<file path="src/rtl/mod_reduct_solinas2_arb.sv">
// Round-robin arbiter sharing one Solinas reducer among NB_REQ requesters.
// Optional MOD_REDUCT_SOLINAS2_ARB_ERR_EN adds a sticky err output.
module mod_reduct_solinas2_arb #(
    parameter int NB_REQ     = 4,
    parameter int MOD_W      = 64,
    parameter int OP_W       = 2*MOD_W,
    parameter int RED_LAT    = 4,
    parameter int FIFO_DEPTH = 4,
    localparam int ID_W      = $clog2(NB_REQ)
) (
    input  logic                     clk,
    input  logic                     s_rst_n,
    input  logic [NB_REQ-1:0]        req_vld,
    output logic [NB_REQ-1:0]        req_rdy,
    input  logic [NB_REQ*OP_W-1:0]   req_data,
    output logic [OP_W-1:0]          red_a,
    output logic                     red_in_avail,
    output logic [ID_W-1:0]          red_in_side,
    input  logic [MOD_W-1:0]         red_z,
    input  logic                     red_out_avail,
    input  logic [ID_W-1:0]          red_out_side,
    output logic [NB_REQ-1:0]        rsp_vld,
    input  logic [NB_REQ-1:0]        rsp_rdy,
    output logic [NB_REQ*MOD_W-1:0]  rsp_data
`ifdef MOD_REDUCT_SOLINAS2_ARB_ERR_EN
   ,output logic                     err
`endif
);

    localparam int CW = $clog2(FIFO_DEPTH+1);
    localparam int PW = (FIFO_DEPTH > 1) ? $clog2(FIFO_DEPTH) : 1;

    if (NB_REQ < 2 || FIFO_DEPTH < 1 || RED_LAT < 1) begin : g_bad_cfg
        $error("mod_reduct_solinas2_arb: illegal parameters");
    end

    logic [NB_REQ-1:0] elig;
    logic [NB_REQ-1:0] grant;
    logic [NB_REQ-1:0] pop;
    logic [NB_REQ-1:0] push;
    logic [NB_REQ-1:0] full;
    logic              gv;
    logic [ID_W-1:0]   gid;
    logic [ID_W-1:0]   idx;
    logic [ID_W-1:0]   ptr;

    logic [CW-1:0]     credit [NB_REQ];
    logic [CW-1:0]     cnt    [NB_REQ];
    logic [CW-1:0]     cnt_n  [NB_REQ];
    logic [PW-1:0]     rd     [NB_REQ];
    logic [PW-1:0]     wr     [NB_REQ];
    logic [PW-1:0]     rd_n   [NB_REQ];
    logic [PW-1:0]     wr_n   [NB_REQ];
    logic [MOD_W-1:0]  head_n [NB_REQ];
    logic [MOD_W-1:0]  mem    [NB_REQ][FIFO_DEPTH];

    function automatic logic [PW-1:0] inc(input logic [PW-1:0] p);
        return (p == PW'(FIFO_DEPTH-1)) ? '0 : p + PW'(1);
    endfunction

    always_comb begin
        elig  = '0;
        grant = '0;
        gv    = 1'b0;
        gid   = '0;
        idx   = '0;
        for (int i = 0; i < NB_REQ; i++)
            elig[i] = req_vld[i] && (credit[i] != '0);
        for (int k = 0; k < NB_REQ; k++) begin
            idx = ID_W'((int'(ptr) + k) % NB_REQ);
            if (!gv && elig[idx]) begin
                gv  = 1'b1;
                gid = idx;
            end
        end
        if (gv)
            grant[gid] = 1'b1;
    end

    // Gated by reset so the handshake is dead while reset is held.
    assign req_rdy = grant & {NB_REQ{s_rst_n}};

    always_comb begin
        for (int i = 0; i < NB_REQ; i++) begin
            pop[i]  = rsp_vld[i] & rsp_rdy[i];
            full[i] = (cnt[i] == CW'(FIFO_DEPTH));
            push[i] = red_out_avail && (red_out_side == ID_W'(i))
                      && (!full[i] || pop[i]);
            cnt_n[i] = cnt[i] + CW'(push[i]) - CW'(pop[i]);
            rd_n[i]  = pop[i]  ? inc(rd[i]) : rd[i];
            wr_n[i]  = push[i] ? inc(wr[i]) : wr[i];
            // An entry pushed into an (effectively) empty FIFO becomes head.
            if ((cnt[i] - CW'(pop[i])) == '0)
                head_n[i] = red_z;
            else
                head_n[i] = mem[i][rd_n[i]];
        end
    end

    always_ff @(posedge clk or negedge s_rst_n) begin
        if (!s_rst_n) begin
            ptr          <= '0;
            red_in_avail <= 1'b0;
            red_a        <= '0;
            red_in_side  <= '0;
            rsp_vld      <= '0;
            rsp_data     <= '0;
            for (int i = 0; i < NB_REQ; i++) begin
                credit[i] <= CW'(FIFO_DEPTH);
                cnt[i]    <= '0;
                rd[i]     <= '0;
                wr[i]     <= '0;
            end
        end else begin
            red_in_avail <= gv;
            if (gv) begin
                red_a       <= req_data[int'(gid)*OP_W +: OP_W];
                red_in_side <= gid;
                ptr <= (gid == ID_W'(NB_REQ-1)) ? '0 : gid + ID_W'(1);
            end
            for (int i = 0; i < NB_REQ; i++) begin
                if (grant[i] && !pop[i])
                    credit[i] <= credit[i] - CW'(1);
                else if (pop[i] && !grant[i]
                         && credit[i] != CW'(FIFO_DEPTH))
                    credit[i] <= credit[i] + CW'(1);
                cnt[i]     <= cnt_n[i];
                rd[i]      <= rd_n[i];
                wr[i]      <= wr_n[i];
                rsp_vld[i] <= (cnt_n[i] != '0);
                if (cnt_n[i] != '0)
                    rsp_data[i*MOD_W +: MOD_W] <= head_n[i];
            end
        end
    end

    always_ff @(posedge clk) begin
        for (int i = 0; i < NB_REQ; i++)
            if (push[i])
                mem[i][wr[i]] <= red_z;
    end

`ifdef MOD_REDUCT_SOLINAS2_ARB_ERR_EN
    // Any result that found no FIFO to land in was dropped.
    always_ff @(posedge clk or negedge s_rst_n) begin
        if (!s_rst_n)
            err <= 1'b0;
        else if (red_out_avail && (push == '0))
            err <= 1'b1;
    end
`endif

endmodule
</file>
<file path="config.mk">
export PLATFORM = sky130hd
export DESIGN_NAME = mod_reduct_solinas2_arb
export DESIGN_NICKNAME = d
export VERILOG_FILES = /design/src/rtl/mod_reduct_solinas2_arb.sv
export SDC_FILE = /design/constraint.sdc
export NUM_CORES = 2
export LEC_CHECK = 0
export ABC_CLOCK_PERIOD_IN_PS = 7000
export BUFFER_PORTS_ARGS = -buffer_cell sky130_fd_sc_hd__buf_2
export CAP_MARGIN = 30
export CORE_ASPECT_RATIO = 2
export CORE_MARGIN = 5
export CORE_UTILIZATION = 30
export CTS_BUF_LIST = sky130_fd_sc_hd__clkbuf_4
export CTS_CLUSTER_DIAMETER = 30
export DETAILED_ROUTE_END_ITERATION = 12
export MAX_ROUTING_LAYER = met4
export PLACE_DENSITY_LB_ADDON = 0.05
export SLEW_MARGIN = 20
export SYNTH_ARGS = -nofsm -noshare
export SYNTH_HDL_FRONTEND = slang
export SYNTH_SLANG_ARGS = --single-unit
</file>
<file path="constraint.sdc">
create_clock -name clk -period 7 [get_ports clk]
set_input_delay 0.35 -clock clk [delete_from_list [all_inputs] [get_ports clk]]
set_output_delay 0.35 -clock clk [all_outputs]
set_load 0.02 [all_outputs]
</file>
==> flow_summary.toml <==
[sta]
setup_tns_ns = 0
finalHoldViolations = 0
layout_worst_path_cycle_share = 0.726
slew_headroom = 0.245
rsz0062_at_grt = "no"
final-setup-viol-count = 0
finalWorstPathRequiredPeriod_ns = 5.08
final.setup_skew_ns = 0.0756
maximum_operating_frequency_mhz = 197
tightest_slew_ns = 1.13
whs_ns = 0.172
report.final.slew_viol_count = 0

[setup_path]
critical_path.slowest_cell = "a311oi_4"
worst-setup-path-type = "register to output port"
end_kind = "output port"
timing.critical_path.arrival_ns = 4.73
path_max_fanout = 33
crit_path_cell_trace = "o31ai_1, o22ai_1, a311oi_4, inv_2, ha_1, and3_1, buf_2"
worst-path-buf-inv = 2
delay_of_the_slowest_critical_path_stage_ns = 0.79
worst-endpoint-required_ns = 6.65
cp_top_family = "compound AO/OA/AOI/OAI gates"
setup.worst_path.start_class = "register"

[layout]
syn_to_final_growth_pct = 33.7
num-fill-cells = 19900
num-nets-final = 7145
most-common-layout-cells = "1024 x edfxtp_1, 982 x buf_2, 766 x dlygate4sd3_1"
drive_above_1_share = 0.255
mostFrequentLayoutCell = "edfxtp_1"
instances_no_fill = 9613

[global_route]
maximum_number_of_pins_on_one_net_before_global_route_repair = 129
vias_in_the_first_global_route = 51159
grt_use_met1 = 0.254
global_route.usage.total = 0.250
grt_antenna_before_repair = 76
globalRoute.busiestLayer = "met2"
global_route.usage.met2 = 0.435
global_route_wire_length_before_repair_mm = 378
grtUsageMet3 = 0.0594
grt_remaining_overflow = 0

[yosys]
synth_enable_flop_cells = 1024
postSynthCellCount = 4712
syn-num-nets = 5348
yosysTopAreaCellShare = 0.502
ys.warnings.count = 0
ys_ff_latch = 1457
synth.avg_cell_area_um2 = 13.0
ys_top_cells_by_area = "edfxtp_1 50%, dfrtp_1 18%, mux2i_1 4.2%"
synthDistinctLibCells = 56
ys_seq_area_frac = 0.679
netlist_area_um2 = 61300
synth-main-ff-cell = "edfxtp_1"
yosysTopAreaCell = "edfxtp_1"
async_set_or_reset_register_ratio_after_synthesis = 0.297

[cts]
cts_htree_levels = 5
cts_hold_buffers = 767
clkSlewWorstSetupHoldPaths_ns = 0.07
tritoncts = "done"
clk-insertion-delay-late_ns = 1.18
max-clock-path-buffers = 4
postCtsSetupRepairBufs = 0
clockRootBuffer = "clkbuf_4"
cts_inserted_buffers = 372
cts.sink_count = 1457
post_cts_resize_count = 0

[die]
initial_standard_cell_utilization_of_the_core = 0.302
die_width_um = 330
ios = 984
placement_rows = 234
die-area_um2 = 214000
core-area_um2 = 203000
die_height_um = 649

[detailed_routing]
detail_route.drc_violations = 0
total_routed_length_mm = 269
detail_route.iter0.violations = 2763
drtAntennaViolNets = 0
viasPerCell = 5.12
wl_per_cell_um = 28.0
drt_pass1_iterations = 5
number_of_vias_in_the_routed_layout = 49253

[power_and_ir_drop]
irDropWorstVdd_mv = 0.409
power_density_nw_per_um2 = 472
p_leak_nw = 31.9

[place]
port_buffers = 983
placed_cell_count = 8081
place.detailed.hpwl_mm = 169
finalWeightedCongestion = 0.888

[outcome]
outcome = "finished, final reports clean"

[run]
drv_cap = 0

[worst_hold_path]
worstHoldPathType = "input pin to register"
==> registers in the layout, summed over array words and instances, names as in the netlist <==
signal        cells
red_a           128
mem            1024
credit           12
rsp_vld           4
rd                8
red_in_avail      1
red_in_side       2
ptr               2
cnt              12
wr                8
rsp_data        256
==> cell usage after synthesis, drive strengths merged, types with 67 or more instances <==
cell type and count:
and3 263, a211oi 259, nor2 334, mux2i 257, clkbuf 361, o221ai 67, edfxtp 1024, nand3 263
a311o 256, dfrtp 429, a31oi 256, nand2 615
==> cells by family (layout without fill, tap and decap cells) <==
group / after synthesis / count (layout) / share of synthesized area
and+or+nand+nor: 1514 / 1514 / 0.111
xor gates and xnor gates: 13 / 13 / 0.00186
AOI/OAI and AO/OA: 962 / 962 / 0.126
muxes: 261 / 261 / 0.0427
other: 0 / 75 / 0
adders and majority gates: 47 / 47 / 0.0106
DFF: 1457 / 1457 / 0.679
buffers and inverters: 458 / 2570 / 0.0294
==> layer usage <==
metal | vias up | part of all wire
met2 | 1749 | 0.52
met1 | 24925 | 0.35
met4 | 0 | 0.069
met3 | 556 | 0.061
li1 | 22023 | -
met5 | - | 0
==> power breakdown <==
group          internal, W  switching (W)  total [W]
clock network      0.00395        0.00370    0.00765
registers           0.0111        0.00125     0.0123
logic              0.00726         0.0114     0.0187
==> worst paths after layout <==
path | startpoint | endpoint | slack (ns) | cells past startpoint
worst max-delay path | credit[9]$_DFFE_PN0P_ | req_rdy[1] | 1.92 | 7
worst min-delay path | req_data[205] | red_a[77]$_DFFE_PN0N_ | 0.17 | 4
worst max register to register | credit[9]$_DFFE_PN0P_ | red_a[96]$_DFFE_PN0N_ | 1.94 | 10
worst min register to register | red_in_side[0]$_DFFE_PN0N_ | red_in_side[0]$_DFFE_PN0N_ | 0.48 | 2
max in group asynchronous | s_rst_n | rsp_data[150]$_DFFE_PN0P_ | 5.01 | 5
min in group asynchronous | s_rst_n | rsp_data[1]$_DFFE_PN0P_ | 0.48 | 4
==> area by class of cell <==
cell class | instances | area (µm²) | share of cell area
timing repair buffer | 1832 | 13500 | 0.165
sequential | 1457 | 41600 | 0.508
clock inverter | 111 | 604 | 0.00738
clock buffer | 578 | 4340 | 0.0530
inverter | 49 | 185 | 0.00226
multi-input combinational | 2797 | 18100 | 0.221
tap | 2714 | 3400 | 0.0415
antenna | 75 | 188 | 0.00229
==> per-stage QoR <==
step	worst slack [ns]	util	instance area [µm²]	power (W)
final	1.92	0.403	81900	0.0387
after global routing	1.50	0.403	81900	0.0411
after CTS	1.59	0.402	81700	0.0393
after detailed placement	2.49	0.340	69100	0.0297
after global placement	2.55	0.339	69000	0.0296
after floorplan	3.84	-	61300	0.0231
==> worst min-delay path, delay by kind of cell <==
family / cells / cell delay [ns]
AOI/OAI and AO/OA: 1 / 0.10
buffers and inverters: 2 / 0.66
muxes: 1 / 0.19
Note: power is estimated with default switching activity, not from simulation.
